[src/rtl/parity_stop_check_rx.sv]
// UART RX parity/stop checker: serial parity accumulation, four parity modes,
// stop-bit and strobe-sequence checking, plus sticky flags and saturating error counters.

module parity_stop_err_stat #(
  parameter int CNT_WIDTH = 8
) (
  input  logic                 CLK_par,
  input  logic                 RST_par,
  input  logic                 evt,
  input  logic                 clr,
  output logic                 sticky,
  output logic [CNT_WIDTH-1:0] cnt
);
  localparam logic [CNT_WIDTH-1:0] CNT_MAX = '1;

  // evt is the next-state of the pulse, so the count moves on the same edge the pulse rises.
  // An event coinciding with a clear survives as a fresh count of 1.
  always_ff @(posedge CLK_par or negedge RST_par) begin
    if (!RST_par) begin
      sticky <= 1'b0;
      cnt    <= '0;
    end else if (evt) begin
      sticky <= 1'b1;
      if (clr)                 cnt <= CNT_WIDTH'(1);
      else if (cnt != CNT_MAX) cnt <= cnt + CNT_WIDTH'(1);
    end else if (clr) begin
      sticky <= 1'b0;
      cnt    <= '0;
    end
  end
endmodule

module parity_stop_check_rx #(
  parameter int DATA_LENGTH = 8,
  parameter int CNT_WIDTH   = 8
) (
  input  logic                 CLK_par,
  input  logic                 RST_par,
  input  logic                 start_frame,
  input  logic                 PAR_EN,
  input  logic [1:0]           PAR_TYP,
  input  logic                 sampled_bit,
  input  logic                 data_bit_valid,
  input  logic                 par_chk_en,
  input  logic                 stp_chk_en,
  input  logic                 err_clr,
  output logic                 par_err,
  output logic                 stp_err,
  output logic                 seq_err,
  output logic                 frame_done,
  output logic                 par_err_sticky,
  output logic                 stp_err_sticky,
  output logic [CNT_WIDTH-1:0] par_err_cnt,
  output logic [CNT_WIDTH-1:0] stp_err_cnt
);
  localparam int              BW   = $clog2(DATA_LENGTH + 1);
  localparam logic [BW-1:0]   LAST = BW'(DATA_LENGTH);

  typedef enum logic [1:0] {IDLE, DATA, PARITY, STOP} state_t;

  state_t        state;
  logic          acc;
  logic [BW-1:0] bit_cnt;
  logic          par_en_q;
  logic [1:0]    par_typ_q;

  logic exp_par, multi, any_strb;
  logic act_dv, act_pc, act_sc;
  logic par_nxt, stp_nxt, seq_nxt, done_nxt;

  always_comb begin
    case (par_typ_q)
      2'b00:   exp_par = acc;
      2'b01:   exp_par = ~acc;
      2'b10:   exp_par = 1'b1;
      default: exp_par = 1'b0;
    endcase
  end

  assign multi    = (data_bit_valid & par_chk_en) | (data_bit_valid & stp_chk_en) |
                    (par_chk_en & stp_chk_en);
  assign any_strb = data_bit_valid | par_chk_en | stp_chk_en;

  // start_frame masks every strobe; a lone strobe is acted on only in its own state.
  assign act_dv = !start_frame && !multi && data_bit_valid && state == DATA;
  assign act_pc = !start_frame && !multi && par_chk_en     && state == PARITY;
  assign act_sc = !start_frame && !multi && stp_chk_en     && state == STOP;

  assign seq_nxt  = !start_frame && any_strb && !(act_dv || act_pc || act_sc);
  assign par_nxt  = act_pc && (sampled_bit != exp_par);
  assign stp_nxt  = act_sc && !sampled_bit;
  assign done_nxt = act_sc;

  always_ff @(posedge CLK_par or negedge RST_par) begin
    if (!RST_par) begin
      state      <= IDLE;
      acc        <= 1'b0;
      bit_cnt    <= '0;
      par_en_q   <= 1'b1;
      par_typ_q  <= 2'b00;
      par_err    <= 1'b0;
      stp_err    <= 1'b0;
      seq_err    <= 1'b0;
      frame_done <= 1'b0;
    end else begin
      par_err    <= par_nxt;
      stp_err    <= stp_nxt;
      seq_err    <= seq_nxt;
      frame_done <= done_nxt;
      if (start_frame) begin
        state     <= DATA;
        acc       <= 1'b0;
        bit_cnt   <= '0;
        par_en_q  <= PAR_EN;
        par_typ_q <= PAR_TYP;
      end else if (act_dv) begin
        acc     <= acc ^ sampled_bit;
        bit_cnt <= bit_cnt + BW'(1);
        if (bit_cnt + BW'(1) == LAST) state <= par_en_q ? PARITY : STOP;
      end else if (act_pc) begin
        state <= STOP;
      end else if (act_sc) begin
        state <= IDLE;
      end
    end
  end

  parity_stop_err_stat #(.CNT_WIDTH(CNT_WIDTH)) u_par_stat (
    .CLK_par(CLK_par), .RST_par(RST_par), .evt(par_nxt), .clr(err_clr),
    .sticky(par_err_sticky), .cnt(par_err_cnt)
  );

  parity_stop_err_stat #(.CNT_WIDTH(CNT_WIDTH)) u_stp_stat (
    .CLK_par(CLK_par), .RST_par(RST_par), .evt(stp_nxt), .clr(err_clr),
    .sticky(stp_err_sticky), .cnt(stp_err_cnt)
  );
endmodule

[config.mk]
export PLATFORM = sky130hd
export DESIGN_NAME = parity_stop_check_rx
export DESIGN_NICKNAME = d
export VERILOG_FILES = /design/src/rtl/parity_stop_check_rx.sv
export SDC_FILE = /design/constraint.sdc
export NUM_CORES = 1
export LEC_CHECK = 0
export BUFFER_PORTS_ARGS = -buffer_cell sky130_fd_sc_hd__clkbuf_2
export CORE_MARGIN = 2
export CORE_UTILIZATION = 54
export CTS_BUF_LIST = sky130_fd_sc_hd__clkbuf_4 sky130_fd_sc_hd__clkbuf_8 sky130_fd_sc_hd__clkbuf_16
export DETAILED_ROUTE_END_ITERATION = 6
export GPL_TIMING_DRIVEN = 0
export PLACE_DENSITY = 0.83
export SYNTH_ARGS = -nofsm -noshare
export SYNTH_HDL_FRONTEND = slang
export SYNTH_HIERARCHICAL = 1
export SYNTH_SLANG_ARGS = --single-unit
[constraint.sdc]
create_clock -name CLK_par -period 3.2 [get_ports CLK_par]
set_clock_uncertainty 0.1 [all_clocks]
set_input_delay 0.64 -clock CLK_par [delete_from_list [all_inputs] [get_ports CLK_par]]
set_output_delay 0.64 -clock CLK_par [all_outputs]
set_load 0.005 [all_outputs]
Word level (Yosys, flattened, before mapping)
Cells that the tools add are included.
Storage, ports and cells
  bits in registers: 32
  input port bits: 11
  word-level logic and storage cells: 83
Operators by class
  $add $sub $neg: 3
  equal/unequal tests: 10
  multiplexer cells: 21
  bitwise logic cells: 9
  reductions and logical operators: 27
Operators with widths (number)
  2-to-1 mux 8 bit: 7
  adder 8 x 1 -> 8 bit (second input constant): 2
  inequality test 8 bit (second input constant): 2
  logical AND 1 bit: 11
  2-to-1 mux 2 bit: 5
  nonzero test 2 bit: 5
  2-to-1 mux 4 bit: 2
  equality test 2 bit (second input constant): 3
  2-to-1 mux 1 bit: 6
  AND reduction 2 bit: 3
  adder 4 x 1 -> 4 bit (second input constant): 1
  equality test 2 x 1 -> 1 bit (second input constant): 2
  equality test 4 bit (second input constant): 1
  zero test 1 bit: 4
  OR 1 bit: 4
  nonzero test 4 bit: 1
  AND 1 bit: 3
  inequality test 3 x 2 -> 1 bit (second input constant): 1
  case mux 1 bit (3 select lines): 1
  zero test 2 bit: 1
  logical OR 1 bit: 2
  inequality test 1 bit: 1
  NOT 1 bit: 1
  bitwise XOR 1 bit: 1

Longest topological paths before layout
  word-level depth: 11
  gate-level depth with buffers: 8
  depth with buffers taken out: 7

Cells and area by module
Netlist, hierarchy kept.
Modules (own cells, without submodules)
  parity_stop_err_stat: instances 2, cells an instance 52, area an instance 483.0 sq um
  parity_stop_check_rx: instances 1, cells an instance 70, area an instance 715.7 sq um

Worst setup path after synthesis
Ideal clock, no wire load.
  path kind: input to register
  from: in data_bit_valid
  to: reg u_par_stat.cnt[5]
  library setup time: 77 ps
  data arrival time: 2578 ps
  data required time: 3023 ps
  slack: 444 ps
  stages: 7
  cells stage by stage: buf_6 > nand2b_1 > nor4_1 > and4_4 > nand3_2 > or3_1 > a21oi_1
Between the ends
  longest elaborated chain between the ends: 10
  elaborated cells between the ends (all ways): 12
RTL lines
  start, declared: line 43  | input logic data_bit_valid,
  AND 1 bit: line 80  | assign multi = (data_bit_valid & par_chk_en) | (data_bit_valid & stp_chk_en) |
  OR 1 bit (*) (2 in series): line 80
  zero test 1 bit (*): line 86  | assign act_pc = !start_frame && !multi && par_chk_en && state == PARITY;
  logical AND 1 bit (*) (3 in series): line 86
  logical AND 1 bit (*): line 90  | assign par_nxt = act_pc && (sampled_bit != exp_par);
  via par_nxt: line 69  | logic par_nxt, stp_nxt, seq_nxt, done_nxt;
  nonzero test 2 bit (no line)
  AND reduction 2 bit (no line)
  end signal, assigned: line 25  | else if (cnt != CNT_MAX) cnt <= cnt + CNT_WIDTH'(1);
  end, declared: line 12  | output logic [CNT_WIDTH-1:0] cnt
Mark *: on every way through the listed nets, which the timed path passes. The rest lies on a longest branch.
A chain may end at the register's enable or synchronous reset.

Final worst setup path
  from: in start_frame
  to: reg u_par_stat.cnt[5]
Between the ends
  longest elaborated chain between the ends: 7
  elaborated cells between the ends (all ways): 8
RTL lines
  start, declared: line 39  | input logic start_frame,
  zero test 1 bit (*): line 86
  logical AND 1 bit (*) (3 in series): line 86
  logical AND 1 bit (*): line 90
  via par_nxt: line 69
  nonzero test 2 bit (no line)
  AND reduction 2 bit (no line)
Marks and branches as above.

==> flow_summary.toml <==
[outcome]
outcome = "completed"

[global_routing]
grt_max_degree = 33
grt_usage = 0.2030
grt_pass1_vias = 1218
grt_pass1_wl_um = 5326
antenna_found_initial = 0
grt_overflow = 0

[setup_path]
start_kind = "input pin"
path_cells = "clkbuf_2 -> clkbuf_1 -> nor4_1 -> and4_4 -> nand3_2 -> or3_1 -> a21oi_1"
crit_type = "input pin to flop"
slowest_stage = "nor4_1"
cp.required_ns = 3.36
r2r-end = "u_par_stat/cnt[5]"
max_stage_delay_ns = 1.07
timing.rr.start = "state[0]"
regToRegSetupSlack_ns = 0.37
worstPathArrival_ns = 3.07
crit_path_end_kind = "flop"
crit_start = "start_frame"
r2r_cells = 8
crit_fanout = 10

[synthesis]
synth_cells = 174
yosys.cell_types.count = 34
syn_nets = 188
synth.avg_cell_area_um2 = 9.664
synth_area_leaders = "dfrtp_1, nor2_1, nor3_1"
yosysTopAreaCellShare = 0.4613
yosys_warnings = 6
syn_area_um2 = 1682
synth_area_leader_cell = "dfrtp_1"
synth_seq_cells = 32
synth_seq_area_share = 0.4769

[layout]
syn2layout_area_growth_pct = 15.40
design_area_um2 = 1941
diodes = 0
nNetsFinal = 224
final_util = 0.6463
multi_input_area_um2 = 794.5
fill_cells = 254
layout-drive-gt1-share = 0.2796
seq_area_um2 = 802.0

[place]
io_buffers = 29
post-dp-hpwl_um = 2239
pre_cts_ws_ns = -0.1089
post_dp_cell_area_um2 = 1868
place_congestion = 0.8744

[sta]
fin_crit_sh = 0.9114
final_max_slew_viol_count = 0
whs_ns = 0.2494
fin_ws_ns = 0.2835
max_freq_mhz = 342.9
max_slew_margin = 0.1825
rsz0062_at_grt = "false"
hold_viol = 0
worst_slew_pin_slew_ns = 1.215
finalCriticalPeriod_ns = 2.916
setup-violations-final = 0

[clock_tree]
clock_sinks = 32
path_clk_slew_ns = 0.10
clock_latency_ns = 0.34
h-tree-depth = 2
root_buffer = "clkbuf_4"
cts_buffers = 5
cts_tree = "built"
clockBufferDepth = 2
ctsHoldBuffers = 0

[die]
fp-row-count = 20
coreArea_um2 = 3003
io_pins = 33
dieArea_um2 = 3577
die_y_um = 59.81
initial_core_util = 0.5600
die_w_um = 59.81

[routing]
drcViolationCount = 0
routed_via_density = 5.766
firstDrtPassIters = 4
routed_wl_um = 3130
wire_per_inst_um = 12.83
via_count = 1407
drtAntennaViolNets = 0
drt_iter0_markers = 90

[pwr]
leakagePower_nw = 0.9116
ir_drop_mv = 0.3049
pwr_density_cell_nw_per_um2 = 378.6

[job]
drv_cap = 0

[min_path]
worstHoldPathType = "input pin to asynchronous set/reset pin"
[placed cells by master (no fill, tap or decap), drive strengths merged, types with 4 or more instances in the layout]
cell,instances
clkbuf,39
dfrtp,31
nor2,22
nand2,15
nor3,13
a21oi,10
nand3,9
nand4,8
a31oi,6
buf,6
o21ai,5
inv,5
xnor2,4
xor2,4
[routing by layer]
metal	wire length (um)	global-route usage
met5	0	0
met1	1432	0.2707
met3	197	0.04762
met4	76	0.1111
met2	1423	0.3043
[per-stage QoR]
stage               setup TNS (ns)  power [mW]  instances
floorplan                        0      0.4639        174
global placement          -0.06325      0.4851        236
detailed placement         -0.1168      0.4866        236
CTS                              0      0.7440        244
global route                     0      0.7736        244
finish                           0      0.7348        244
[report_power, final]
| group | leakage, nW | total (mW) | internal (mW) | switching, mW |
|---|---|---|---|---|
| clock | 0.0394 | 0.257 | 0.125 | 0.131 |
| sequential | 0.433 | 0.417 | 0.412 | 0.00456 |
| combinational | 0.439 | 0.0612 | 0.0260 | 0.0352 |
| total | 0.912 | 0.735 | 0.564 | 0.171 |
[sequential cells by signal, indices dropped and copies added (netlist names)]
register	flops
par_err	1
par_en_q	1
frame_done	1
seq_err	1
u_par_stat/cnt	8
u_stp_stat/sticky	1
stp_err	1
u_stp_stat/cnt	8
bit_cnt	4
state	2
par_typ_q	2
acc	1
u_par_stat/sticky	1
[cell type report]
cell class,instances,share of cell area
Multi-Input combinational cell,129,0.4094
Tap cell,33,0.02128
Clock buffer,8,0.03417
Buffer,8,0.03740
Sequential cell,32,0.4133
Timing Repair Buffer,29,0.07479
Inverter,5,0.009671
[critical path, delay by kind of cell]
kind	cells	cell delay, ns
AND/OR/NAND/NOR	4	1.92
buffers and inverters	2	0.36
AO/OA/AOI/OAI	1	0.15
[worst max path at each step]
stage / endpoint
5_1_grt: u_par_stat/cnt[5]
2_1_floorplan: u_par_stat/cnt[5]
6_report: u_par_stat/cnt[5]
3_3_place_gp: u_stp_stat/cnt[5]
3_5_place_dp: u_stp_stat/cnt[5]
4_1_cts: u_stp_stat/cnt[5]
[cells in the mapped netlist, drive strengths merged]
library cell	instances
dfrtp	31
o31ai	1
nand2	15
mux2	3
dfstp	1
nor4	2
nand4	8
a31oi	6
a211oi	1
nor2	22
nand3b	2
inv	5
mux2i	3
clkbuf	2
xor2	4
xnor2	4
and2b	1
and4	2
ha	3
or3	3
nand3	9
nor3	13
buf	6
o21ai	5
a21o	3
a21bo	1
o311ai	2
a21oi	10
nor4b	2
nand2b	1
and3	3
[kinds of logic after synthesis]
family                     after synthesis  synth area share
AOI/OAI and AO/OA                       29            0.1079
xor gates and xnor gates                 8           0.04166
adders and majority gates                3           0.02232
buffers and inverters                   13           0.05431
DFF                                     32            0.4769
muxes                                    6           0.03795
and+or+nand+nor                         83            0.2589
[what timing repair did]
item                       4_1_cts  5_1_grt
gates resized for setup          0        1
setup buffers                    0        0
setup endpoints to repair        0        1
Power figures use the tool's default switching activity.
